`src/rtl/pc_gen_pkg.sv`:
```
// Shared encodings for the fetch-stage PC generator: next-PC select codes,
// branch condition codes and default vector addresses.
package pc_gen_pkg;

    typedef enum logic [1:0] {
        NpcSeq    = 2'b00,
        NpcBranch = 2'b01,
        NpcJump   = 2'b10,
        NpcJr     = 2'b11
    } npc_sel_e;

    typedef enum logic [2:0] {
        BrEq  = 3'b000,
        BrNe  = 3'b001,
        BrLez = 3'b010,
        BrGtz = 3'b011,
        BrLtz = 3'b100,
        BrGez = 3'b101
    } br_cond_e;

    localparam logic [31:0] DefaultResetPc = 32'h0000_3000;
    localparam logic [31:0] DefaultExcPc   = 32'h0000_4180;
    localparam int unsigned DefaultImemBytes = 4096;

endpackage

```
`src/rtl/pc_gen_if.sv`:
```
// Control-transfer bus between the decode stage and the PC generator.
// The master drives D-stage decisions; the slave (pc_gen) returns fetch state.
interface pc_gen_if #(
    parameter int unsigned WIDTH = 32
);
    logic             stall;
    logic [1:0]       npc_sel;
    logic [2:0]       br_cond;
    logic [WIDTH-1:0] d_pc_plus4;
    logic [25:0]      i_addr;
    logic [WIDTH-1:0] rs_val;
    logic [WIDTH-1:0] rt_val;
    logic [WIDTH-1:0] r_addr;
    logic             exc_req;
    logic             eret_req;
    logic [WIDTH-1:0] epc;
    logic [WIDTH-1:0] f_pc;
    logic [WIDTH-1:0] d_pc_plus8;
    logic             br_taken;
    logic             f_adel;
    logic [15:0]      redirect_cnt;

    modport master (
        output stall, npc_sel, br_cond, d_pc_plus4, i_addr, rs_val, rt_val, r_addr,
        output exc_req, eret_req, epc,
        input  f_pc, d_pc_plus8, br_taken, f_adel, redirect_cnt
    );

    modport slave (
        input  stall, npc_sel, br_cond, d_pc_plus4, i_addr, rs_val, rt_val, r_addr,
        input  exc_req, eret_req, epc,
        output f_pc, d_pc_plus8, br_taken, f_adel, redirect_cnt
    );
endinterface

```
`src/rtl/pc_gen_br_cmp.sv`:
```
// Branch condition evaluator for the beq/bne/blez/bgtz/bltz/bgez family.
// Purely combinational; unknown condition codes are never taken.
module pc_gen_br_cmp import pc_gen_pkg::*; #(
    parameter int unsigned WIDTH = 32
) (
    input  logic [WIDTH-1:0] rs_val_i,
    input  logic [WIDTH-1:0] rt_val_i,
    input  logic [2:0]       br_cond_i,
    output logic             cond_true_o
);

    logic rs_neg;
    logic rs_zero;
    logic rs_eq_rt;

    // Signed compares against zero reduce to sign-bit and zero tests.
    assign rs_neg   = rs_val_i[WIDTH-1];
    assign rs_zero  = (rs_val_i == '0);
    assign rs_eq_rt = (rs_val_i == rt_val_i);

    always_comb begin
        cond_true_o = 1'b0;
        case (br_cond_i)
            BrEq:    cond_true_o = rs_eq_rt;
            BrNe:    cond_true_o = !rs_eq_rt;
            BrLez:   cond_true_o = rs_neg || rs_zero;
            BrGtz:   cond_true_o = !rs_neg && !rs_zero;
            BrLtz:   cond_true_o = rs_neg;
            BrGez:   cond_true_o = !rs_neg;
            default: cond_true_o = 1'b0;
        endcase
    end

endmodule

```
`src/rtl/pc_gen.sv`:
```
// Fetch-stage PC register with branch-delay-slot next-PC selection, stall hold,
// exception/eret redirect, fetch address-error flag and a redirect counter.
module pc_gen import pc_gen_pkg::*; #(
    parameter int unsigned     WIDTH      = 32,
    parameter logic [WIDTH-1:0] RESET_PC  = WIDTH'(DefaultResetPc),
    parameter logic [WIDTH-1:0] EXC_PC    = WIDTH'(DefaultExcPc),
    parameter int unsigned     IMEM_BYTES = DefaultImemBytes
) (
    input logic     clk,
    input logic     reset,
    pc_gen_if.slave bus
);

    localparam logic [WIDTH-1:0] ImemEnd = RESET_PC + WIDTH'(IMEM_BYTES);

    logic [WIDTH-1:0] f_pc_q, f_pc_d;
    logic             f_adel_q, f_adel_d;
    logic [15:0]      redirect_cnt_q, redirect_cnt_d;

    logic [WIDTH-1:0] seq_pc;
    logic [WIDTH-1:0] br_target;
    logic [WIDTH-1:0] jump_target;
    logic [WIDTH-1:0] npc;
    logic [15:0]      imm16;
    logic             cond_true;
    logic             redirect;

    pc_gen_br_cmp #(
        .WIDTH (WIDTH)
    ) u_br_cmp (
        .rs_val_i    (bus.rs_val),
        .rt_val_i    (bus.rt_val),
        .br_cond_i   (bus.br_cond),
        .cond_true_o (cond_true)
    );

    assign imm16       = bus.i_addr[15:0];
    assign seq_pc      = f_pc_q + WIDTH'(4);
    assign br_target   = bus.d_pc_plus4 + {{(WIDTH-18){imm16[15]}}, imm16, 2'b00};
    assign jump_target = {bus.d_pc_plus4[WIDTH-1:28], bus.i_addr, 2'b00};

    // D-stage selection; the delay-slot instruction is already in F, so no squash.
    always_comb begin
        npc      = seq_pc;
        redirect = 1'b0;
        unique case (bus.npc_sel)
            NpcSeq: begin
                npc = seq_pc;
            end
            NpcBranch: begin
                if (cond_true) begin
                    npc      = br_target;
                    redirect = 1'b1;
                end
            end
            NpcJump: begin
                npc      = jump_target;
                redirect = 1'b1;
            end
            NpcJr: begin
                npc      = bus.r_addr;
                redirect = 1'b1;
            end
            default: begin
                npc = seq_pc;
            end
        endcase
    end

    always_comb begin
        f_pc_d         = f_pc_q;
        redirect_cnt_d = redirect_cnt_q;
        if (bus.exc_req) begin
            f_pc_d = EXC_PC;
        end else if (bus.eret_req) begin
            f_pc_d = bus.epc;
        end else if (!bus.stall) begin
            f_pc_d = npc;
            if (redirect && (redirect_cnt_q != 16'hFFFF)) begin
                redirect_cnt_d = redirect_cnt_q + 16'd1;
            end
        end
    end

    // Flag is computed from the value being loaded so it always tracks f_pc.
    assign f_adel_d = (f_pc_d[1:0] != 2'b00) || (f_pc_d < RESET_PC) || (f_pc_d >= ImemEnd);

    always_ff @(posedge clk) begin
        if (reset) begin
            f_pc_q         <= RESET_PC;
            f_adel_q       <= 1'b0;
            redirect_cnt_q <= '0;
        end else begin
            f_pc_q         <= f_pc_d;
            f_adel_q       <= f_adel_d;
            redirect_cnt_q <= redirect_cnt_d;
        end
    end

    assign bus.f_pc         = f_pc_q;
    assign bus.f_adel       = f_adel_q;
    assign bus.redirect_cnt = redirect_cnt_q;
    assign bus.d_pc_plus8   = bus.d_pc_plus4 + WIDTH'(4);
    assign bus.br_taken     = (bus.npc_sel == NpcBranch) && cond_true;

endmodule

```
`src/flat_wrapper.sv`:
```
// flat-port wrapper written by rule: the top's interface ports become plain ports
module pc_gen_flat import pc_gen_pkg::*;
#(
    parameter int unsigned     WIDTH      = 32,
    parameter logic [WIDTH-1:0] RESET_PC  = WIDTH'(DefaultResetPc),
    parameter logic [WIDTH-1:0] EXC_PC    = WIDTH'(DefaultExcPc),
    parameter int unsigned     IMEM_BYTES = DefaultImemBytes
)
  (clk, reset, bus_stall, bus_npc_sel, bus_br_cond, bus_d_pc_plus4, bus_i_addr, bus_rs_val, bus_rt_val, bus_r_addr, bus_exc_req, bus_eret_req, bus_epc, bus_f_pc, bus_d_pc_plus8, bus_br_taken, bus_f_adel, bus_redirect_cnt);
  pc_gen_if #(.WIDTH(WIDTH)) bus_i ();
  input logic clk;
  input logic reset;
  input wire logic [$bits(bus_i.stall)-1:0] bus_stall;
  input wire logic [$bits(bus_i.npc_sel)-1:0] bus_npc_sel;
  input wire logic [$bits(bus_i.br_cond)-1:0] bus_br_cond;
  input wire logic [$bits(bus_i.d_pc_plus4)-1:0] bus_d_pc_plus4;
  input wire logic [$bits(bus_i.i_addr)-1:0] bus_i_addr;
  input wire logic [$bits(bus_i.rs_val)-1:0] bus_rs_val;
  input wire logic [$bits(bus_i.rt_val)-1:0] bus_rt_val;
  input wire logic [$bits(bus_i.r_addr)-1:0] bus_r_addr;
  input wire logic [$bits(bus_i.exc_req)-1:0] bus_exc_req;
  input wire logic [$bits(bus_i.eret_req)-1:0] bus_eret_req;
  input wire logic [$bits(bus_i.epc)-1:0] bus_epc;
  output wire logic [$bits(bus_i.f_pc)-1:0] bus_f_pc;
  output wire logic [$bits(bus_i.d_pc_plus8)-1:0] bus_d_pc_plus8;
  output wire logic [$bits(bus_i.br_taken)-1:0] bus_br_taken;
  output wire logic [$bits(bus_i.f_adel)-1:0] bus_f_adel;
  output wire logic [$bits(bus_i.redirect_cnt)-1:0] bus_redirect_cnt;
  assign bus_i.stall = bus_stall;
  assign bus_i.npc_sel = bus_npc_sel;
  assign bus_i.br_cond = bus_br_cond;
  assign bus_i.d_pc_plus4 = bus_d_pc_plus4;
  assign bus_i.i_addr = bus_i_addr;
  assign bus_i.rs_val = bus_rs_val;
  assign bus_i.rt_val = bus_rt_val;
  assign bus_i.r_addr = bus_r_addr;
  assign bus_i.exc_req = bus_exc_req;
  assign bus_i.eret_req = bus_eret_req;
  assign bus_i.epc = bus_epc;
  assign bus_f_pc = bus_i.f_pc;
  assign bus_d_pc_plus8 = bus_i.d_pc_plus8;
  assign bus_br_taken = bus_i.br_taken;
  assign bus_f_adel = bus_i.f_adel;
  assign bus_redirect_cnt = bus_i.redirect_cnt;
  pc_gen #(.WIDTH(WIDTH), .RESET_PC(RESET_PC), .EXC_PC(EXC_PC), .IMEM_BYTES(IMEM_BYTES)) u_core (.clk(clk), .reset(reset), .bus(bus_i));
endmodule
```
`config.mk`:
```
export PLATFORM = sky130hd
export DESIGN_NAME = pc_gen_flat
export DESIGN_NICKNAME = d
export VERILOG_FILES = /design/src/rtl/pc_gen_pkg.sv /design/src/rtl/pc_gen_if.sv /design/src/rtl/pc_gen_br_cmp.sv /design/src/rtl/pc_gen.sv /design/src/flat_wrapper.sv
export SDC_FILE = /design/constraint.sdc
export NUM_CORES = 1
export LEC_CHECK = 0
export CAP_MARGIN = 40
export CORE_ASPECT_RATIO = 0.7
export CORE_MARGIN = 2
export CORE_UTILIZATION = 30
export CTS_BUF_LIST = sky130_fd_sc_hd__clkbuf_8
export DETAILED_ROUTE_END_ITERATION = 8
export PLACE_DENSITY = 0.62
export SETUP_SLACK_MARGIN = 0.1
export SYNTH_ARGS = -nofsm -noshare
export SYNTH_HDL_FRONTEND = slang
export SYNTH_SLANG_ARGS = --single-unit
```
`constraint.sdc`:
```
create_clock -name clk -period 7.14 [get_ports clk]
set_clock_uncertainty 0.2 [all_clocks]
set_input_delay 1.785 -clock clk [delete_from_list [all_inputs] [get_ports clk]]
set_output_delay 1.785 -clock clk [all_outputs]
set_load 0.05 [all_outputs]
```
# After elaboration in Yosys (flattened, before gate mapping)

Cells that the tools add are included.

$add $sub $neg: 4
Order comparisons: 2
Equality and inequality tests: 10
Multiplexer cells: 8
Bitwise operators: 3
Reduce and logical (&&, ||, !) cells: 15

Operators by type and width:

| kind                    | number |
|---|---|
| $mux W32                | 4 |
| $pmux W32 S4            | 1 |
| $add A32 B3 Y32 const B | 2 |
| $add A32 B32 Y32        | 1 |
| $eq A32 B32 Y1          | 1 |
| $ge A32 B15 Y1 const B  | 1 |
| $logic_not A32 Y1       | 1 |
| $lt A32 B14 Y1 const B  | 1 |
| $add A16 B1 Y16 const B | 1 |
| $ne A16 B16 Y1 const B  | 1 |
| $eq A3 B2 Y1 const B    | 2 |
| $eq A3 B3 Y1 const B    | 2 |
| $pmux W1 S6             | 1 |
| $eq A2 B2 Y1 const B    | 2 |
| $reduce_and A4 Y1       | 1 |
| $eq A3 B1 Y1 const B    | 1 |
| $logic_and A1 B1 Y1     | 3 |
| $logic_not A1 Y1        | 3 |
| $logic_not A3 Y1        | 1 |
| $logic_or A1 B1 Y1      | 3 |
| $not A1 Y1              | 3 |
| $eq A2 B1 Y1 const B    | 1 |
| $logic_not A2 Y1        | 1 |
| $pmux W1 S2             | 1 |
| 3 further kinds         | 3 |

Register bits: 49
Output and inout bits: 82
Word-level logic and storage cells: 45

# Depth between registers and ports, before layout

Gate-level depths: netlist of run 1.

Depth after elaboration: 12
Depth in mapped cells: 14
Depth with buffers taken out: 14

# Cells and area by module

Synthesis of run 1 repeated with hierarchy kept, for this count alone.

Cell total of the unflattened synthesis: 951
Area, all modules: 6712.7 um^2

By module, submodules not included:

| module        | instances | cells an instance | area each (um^2) |
|---|---|---|---|
| pc_gen        | 1         | 884               | 6182.2 |
| pc_gen_br_cmp | 1         | 67                | 530.5 |

# Worst setup path before layout of run 1

OpenSTA, ideal clock, no wires.

Path kind: input port to output port
Start point: input bus_d_pc_plus4[2]
End point: output bus_d_pc_plus8[22]
Data arrival time: 3.740 ns
Slack: 1.415 ns
Stages: 7
Cells stage by stage: ha_1 -> nand3_1 -> or3_1 -> clkbuf_1 -> nor2_1 -> nand3_1 -> xnor2_1

Cells in the longest elaborated chain, start to end: 1

RTL lines:

| what            | line               | RTL |
|---|---|---|
| start, declared | flat_wrapper.sv:16 | `input wire logic [$bits(bus_i.d_pc_plus4)-1:0] bus_d_pc_plus4;` |
| $add A32 B3 Y32 | pc_gen.sv:103      | `assign bus.d_pc_plus8 = bus.d_pc_plus4 + WIDTH'(4);` |
| end, declared   | flat_wrapper.sv:25 | `output wire logic [$bits(bus_i.d_pc_plus8)-1:0] bus_d_pc_plus8;` |

No other way between the ends.

# Worst setup path in the final report of run 1

Start point: input bus_d_pc_plus4[3]
End point: output bus_d_pc_plus8[22]

Same word-level chain as after synthesis.

==> results of run 1 <==
flip-flops by register name, summed over array words and instances (netlist names):
signal and cells:
u_core.bus.redirect_cnt 16, u_core.bus.f_pc 32, u_core.bus.f_adel 1
per-layer routing:
metal	wire length [um]	global-route usage
met1	14200	0.3521
met2	12710	0.3707
met3	2887	0.05805
met4	486	0.04235
met5	0	0
where the power goes:
part           internal, mW  switching (mW)  leakage [nW]
Combinational         0.265           0.343          3.21
Clock                0.0737           0.118        0.0507
Sequential            0.283          0.0189         0.400
Total                 0.622           0.480          3.66
cell families after synthesis:
family	after synthesis	share of synthesized area
muxes	8	0.01197
and+or+nand+nor	389	0.2806
adders and majority gates	33	0.06187
DFF	49	0.1444
buffers and inverters	96	0.05524
xor gates and xnor gates	116	0.1495
AOI/OAI and AO/OA	309	0.2965
Yosys cell counts (all sizes together), types with 4 or more instances:
| master | instances |
|---|---|
| a31oi | 13 |
| nand2b | 6 |
| o21bai | 5 |
| clkbuf | 48 |
| o21a | 12 |
| o22ai | 6 |
| inv | 37 |
| o221ai | 15 |
| nor2 | 92 |
| nand4 | 23 |
| nand2 | 112 |
| o211ai | 9 |
| o2111ai | 4 |
| a21boi | 5 |
| mux2i | 7 |
| and2 | 12 |
| o21ai | 66 |
| a221oi | 12 |
| nand3 | 39 |
| and4 | 8 |
| nor4 | 24 |
| or3 | 10 |
| xor2 | 65 |
| a21o | 13 |
| ha | 32 |
| dfxtp | 49 |
| and3 | 24 |
| nor3 | 27 |
| buf | 10 |
| xnor2 | 51 |
| a21oi | 94 |
| a22oi | 5 |
| a211oi | 18 |
worst reg2reg max path, cell delays in order, from the launching register on:
cell	delay [ps]
dfxtp_1	440
ha_1	220
nand3_1	250
or3_1	580
nor2_1	420
nand3_1	150
xor2_1	200
a211oi_1	100
a2111o_1	450
a22oi_1	160
nand4b_1	110
nor4_1	380
a41oi_1	180
area by class of cell:
type,count,area (um2)
inverters,38,142.6
repair buffers,292,2880
multi-input cells,855,5439
diodes,1,2.502
clock buffers,5,68.82
well taps,288,360.3
flip-flops and latches,49,980.9
clock inverters,3,28.78
fillers,2316,12540
worst paths after layout:
check / start / to / slack, ps
setup / recovery: bus_d_pc_plus4[3] / bus_d_pc_plus8[22] / 400
hold / removal: u_core.bus.redirect_cnt[14] / u_core.bus.redirect_cnt[14] / 320
setup reg to reg: u_core.bus.f_pc[2] / u_core.bus.f_adel / 3170
hold reg to reg: u_core.bus.redirect_cnt[14] / u_core.bus.redirect_cnt[14] / 320
through the flow:
stage / setup WS, ps / instances
3_5_place_dp: 428.1 / 1522
2_1_floorplan: 1415 / 1000
3_3_place_gp: 464.9 / 1522
6_report: 398.0 / 1531
5_1_grt: 233.9 / 1531
4_1_cts: 392.6 / 1530
==> impl_metrics.py, run 1 <==
metrics = {
    "clock_network": {
        "ctsRootBufferMaster": "clkbuf_8",
        "cts_max_path_buffers": 2,
        "cts_tree": "done",
        "clock_sinks": 49,
        "insertion_delay_ps": 330,
        "cts_resized": 0,
        "htree_levels": 2,
        "path_clk_slew_ps": 120,
        "cts_setup_buffers": 0,
        "hold_buffers": 0,
        "numCtsBuffers": 5,
    },
    "timing": {
        "max_slew_margin": 0.4224,
        "min_period_ps": 6742,
        "setup_viol": 0,
        "fin_tns_setup_ps": 0,
        "finalMaxSlewViolations": 0,
        "whs_ps": 317.7,
        "tightest_slew_ps": 863.2,
        "finalCritPeriodShare": 0.9443,
        "rsz0062_at_grt": "no",
        "fmax_ghz": 0.1483,
        "hold_viol_final": 0,
    },
    "logic_synthesis": {
        "yosys.area.top_type_share": 0.1444,
        "yosysWarningCount": 0,
        "synthCells": 1000,
        "yosys.area.top_type": "dfxtp_1",
        "async_flop_share": 0,
        "ys.flop_type": "dfxtp_1",
        "syn_area_mm2": 0.006795,
        "syn-num-nets": 1229,
        "synth_edf_count": 0,
        "ys_top_cells_by_area": "dfxtp_1 (14%), xor2_1 (8.4%), a21oi_1 (6.9%)",
        "yosysSeqAreaShare": 0.1444,
        "syn_area_per_cell_um2": 6.795,
        "ys_seq_elements": 49,
        "yosysUniqueCellTypes": 76,
    },
    "cells_and_area": {
        "layout_common_cells": "clkdlybuf4s50_1 (271), nand2_1 (112), a21oi_1 (94)",
        "fin_util": 0.4412,
        "layout_commonest_cell": "clkdlybuf4s50_1",
        "design_area_mm2": 0.009903,
        "areaGrowthSynthToFinish_pct": 45.74,
        "nNetsFinal": 1470,
        "drive_gt1_frac": 0.03865,
    },
    "outcome": {
        "status": "completed",
    },
    "power": {
        "ir_worst_vdd_v": 0.00008603,
        "powerDensity_mw_per_mm2": 111.2,
        "p_leak_nw": 3.661,
        "power_mw": 1.102,
    },
    "detailed_routing": {
        "drt_wl_total_um": 30290,
        "via_per_inst": 5.627,
        "ant_nets": 0,
        "drc_errors": 0,
        "wire_per_inst_um": 19.78,
        "vias": 8615,
        "dr.pass1.iters": 5,
        "drt_iter0_markers": 820,
    },
    "worst_setup_path": {
        "worst-endpoint-arrival_ps": 4760,
        "reg2reg_depth": 12,
        "crit_family": "buffers and inverters",
        "crit_buf_inv": 2,
        "cp_num_cells": 8,
        "start_kind": "input port",
        "cp_max_fo": 5,
        "cp-end-kind": "primary output",
        "max_stage_delay_ps": 820,
        "cp_cell_sequence": "clkdlybuf4s50_1 -> ha_1 -> nand3_1 -> or3_1 -> nor2_1 -> nand3_1 -> xnor2_1 -> clkdlybuf4s50_1",
        "required_ps": 5160,
        "cpMaxStageDelayCell": "clkdlybuf4s50_1",
        "crit_type": "in2out",
    },
    "placement": {
        "place_area_mm2": 0.009803,
        "hpwl_um": 24420,
        "gp_congestion": 0.9468,
        "port-buffer-count": 277,
    },
    "min_path": {
        "hold_class": "reg2reg",
        "whs_path_depth": 2,
    },
    "floorplan": {
        "die-area_mm2": 0.02389,
        "start_util": 0.3027,
        "die_y_um": 129.9,
        "dieWidth_um": 183.9,
        "rows": 46,
        "io_pins": 278,
        "core_area_mm2": 0.02245,
    },
    "global_route": {
        "grt_overflow": 0,
        "grt_first_pass_wirelength_um": 45420,
        "grt_pass1_vias": 8068,
        "grt_max_degree": 53,
        "grtUsageTotal": 0.2437,
        "antenna_found_initial": 1,
    },
    "run": {
        "cap_viol_max_count": 0,
    },
}
(Power assumes the default switching activity.)
==> run 2: changes to the inputs <==
--- a/config.mk
+++ b/config.mk
@@ -12,7 +12,7 @@
 export CTS_BUF_LIST = sky130_fd_sc_hd__clkbuf_8
 export DETAILED_ROUTE_END_ITERATION = 8
 export PLACE_DENSITY = 0.62
-export SETUP_SLACK_MARGIN = 0.1
+export SETUP_SLACK_MARGIN = 0.02
 export SYNTH_ARGS = -nofsm -noshare
 export SYNTH_HDL_FRONTEND = slang
 export SYNTH_SLANG_ARGS = --single-unit
==> constraint.sdc (replaced) <==
create_clock -name clk -period 7.4 [get_ports clk]
set_clock_uncertainty 0.2 [all_clocks]
set_input_delay 1.85 -clock clk [delete_from_list [all_inputs] [get_ports clk]]
set_output_delay 1.85 -clock clk [all_outputs]
set_load 0.05 [all_outputs]
==> impl_metrics.py, run 2 (synthesis results as in run 1) <==
metrics = {
    "clock_network": {
        "cts_tree": "done",
        "htree_levels": 2,
        "cts_resized": 0,
        "numCtsBuffers": 5,
        "ctsRootBufferMaster": "clkbuf_8",
        "cts_setup_buffers": 0,
        "hold_buffers": 0,
        "cts_max_path_buffers": 2,
        "clock_sinks": 49,
        "path_clk_slew_ps": 110,
        "insertion_delay_ps": 320,
    },
    "worst_setup_path": {
        "reg2reg_depth": 12,
        "required_ps": 5350,
        "crit_start": "bus_d_pc_plus4[4]",
        "worstReg2RegEnd": "u_core.bus.f_adel",
        "timing.rr.start": "u_core.bus.f_pc[2]",
        "worst-endpoint-arrival_ps": 4830,
        "start_kind": "input port",
        "cp-end-kind": "primary output",
        "cp_max_fo": 5,
        "crit_type": "in2out",
        "rrSetupSlack_ps": 3450,
    },
    "detailed_routing": {
        "dr.pass1.iters": 8,
        "vias": 8692,
        "drc_errors": 0,
        "drt_iter0_markers": 832,
        "ant_nets": 0,
        "via_per_inst": 5.674,
        "drt_wl_total_um": 30530,
        "wire_per_inst_um": 19.93,
    },
    "timing": {
        "fin_tns_setup_ps": 0,
        "whs_ps": 313.8,
        "tightest_slew_ps": 930.9,
        "min_period_ps": 6883,
        "finalMaxSlewViolations": 0,
        "max_slew_margin": 0.3787,
        "rsz0062_at_grt": "no",
        "fmax_ghz": 0.1453,
        "hold_viol_final": 0,
        "setup_viol": 0,
        "finalCritPeriodShare": 0.9302,
    },
    "cells_and_area": {
        "largest_reg_flops": 32,
        "layout_common_cells": "clkdlybuf4s50_1 (275), nand2_1 (112), a21oi_1 (94)",
        "drive_gt1_frac": 0.03543,
        "areaGrowthSynthToFinish_pct": 45.94,
        "nFillCells": 2324,
        "layout_commonest_cell": "clkdlybuf4s50_1",
        "nNetsFinal": 1470,
    },
    "global_route": {
        "antenna_found_initial": 2,
        "grt_first_pass_wirelength_um": 46620,
        "grtUsageTotal": 0.2485,
        "grt_max_degree": 53,
        "grt_overflow": 0,
        "grt_pass1_vias": 8276,
    },
    "min_path": {
        "hold_start": "u_core.bus.redirect_cnt[15]",
        "hold_class": "reg2reg",
        "hold_path_end": "u_core.bus.redirect_cnt[15]",
        "whs_path_depth": 2,
    },
    "power": {
        "clkPwrFrac": 0.173,
        "ir_worst_vdd_v": 0.00008606,
        "switching_share": 0.4294,
        "seqPwrFrac": 0.275,
        "p_switching_uw": 456.1,
        "powerDensity_mw_per_mm2": 107.1,
        "p_leak_nw": 3.654,
        "power_frac_comb": 0.552,
        "p_int_uw": 606.1,
    },
    "floorplan": {
        "io_pins": 278,
        "dieWidth_um": 183.9,
        "start_util": 0.3027,
        "die_y_um": 129.9,
        "rows": 46,
        "die-area_mm2": 0.02389,
        "core_area_mm2": 0.02245,
    },
    "run": {
        "cap_viol_max_count": 0,
    },
    "placement": {
        "port-buffer-count": 277,
        "gp_congestion": 0.9368,
        "hpwl_um": 24610,
    },
    "outcome": {
        "status": "completed",
    },
}
-- run 2: area by class of cell --
class	instances	area (um2)	share of cell area
diodes	2	5.005	0.0005047
clock buffers	6	82.58	0.008327
clock inverters	2	16.27	0.001640
inverters	38	142.6	0.01438
multi-input cells	855	5439	0.5484
flip-flops and latches	49	980.9	0.09891
well taps	288	360.3	0.03634
repair buffers	292	2890	0.2914
-- run 2: worst max path at each step --
stage / cells past startpoint / endpoint / slack [ps]
5_1_grt: 10 / bus_d_pc_plus8[29] / 340
2_1_floorplan: 7 / bus_d_pc_plus8[22] / 1540
4_1_cts: 10 / bus_d_pc_plus8[31] / 550
6_report: 9 / bus_d_pc_plus8[25] / 520
3_5_place_dp: 10 / bus_d_pc_plus8[29] / 580
3_3_place_gp: 10 / bus_d_pc_plus8[31] / 550
-- run 2: per-stage QoR --
step	instances	total power [mW]	instance area [um2]	setup WS, ps	utilization
global route	1532	1.121	9917	343.3	0.4418
finish	1532	1.062	9917	516.9	0.4418
CTS	1530	1.058	9912	552.5	0.4416
detailed placement	1522	0.8753	9813	576.2	0.4372
floorplan	1000	0.6227	6795	1545	-
global placement	1522	0.8746	9813	545.4	0.4372
-- run 2: routing by layer --
metal / vias to the layer above / track usage / part of all wire
met1: 4055 / 0.3610 / 0.46
li1: 4161 / - / -
met5: - / 0 / 0
met3: 30 / 0.05191 / 0.11
met2: 446 / 0.3800 / 0.42
met4: 0 / 0.04565 / 0.014
-- run 2: power by group through the flow --
stage | clock, mW | sequential, mW | combinational [mW]
2_1_floorplan | 0 | 0.324 | 0.299
3_3_place_gp | 0 | 0.297 | 0.578
6_report | 0.184 | 0.292 | 0.586
3_5_place_dp | 0 | 0.297 | 0.578
5_1_grt | 0.196 | 0.293 | 0.632
4_1_cts | 0.185 | 0.291 | 0.582
-- run 2: critical path: stages --
cell and delay (ps):
clkdlybuf4s50_1 560, and3_1 200, and3_1 200, and2_1 210, nand2b_1 200, nor2_1 360, nand4_1 220, xnor2_1 210
clkdlybuf4s50_1 830
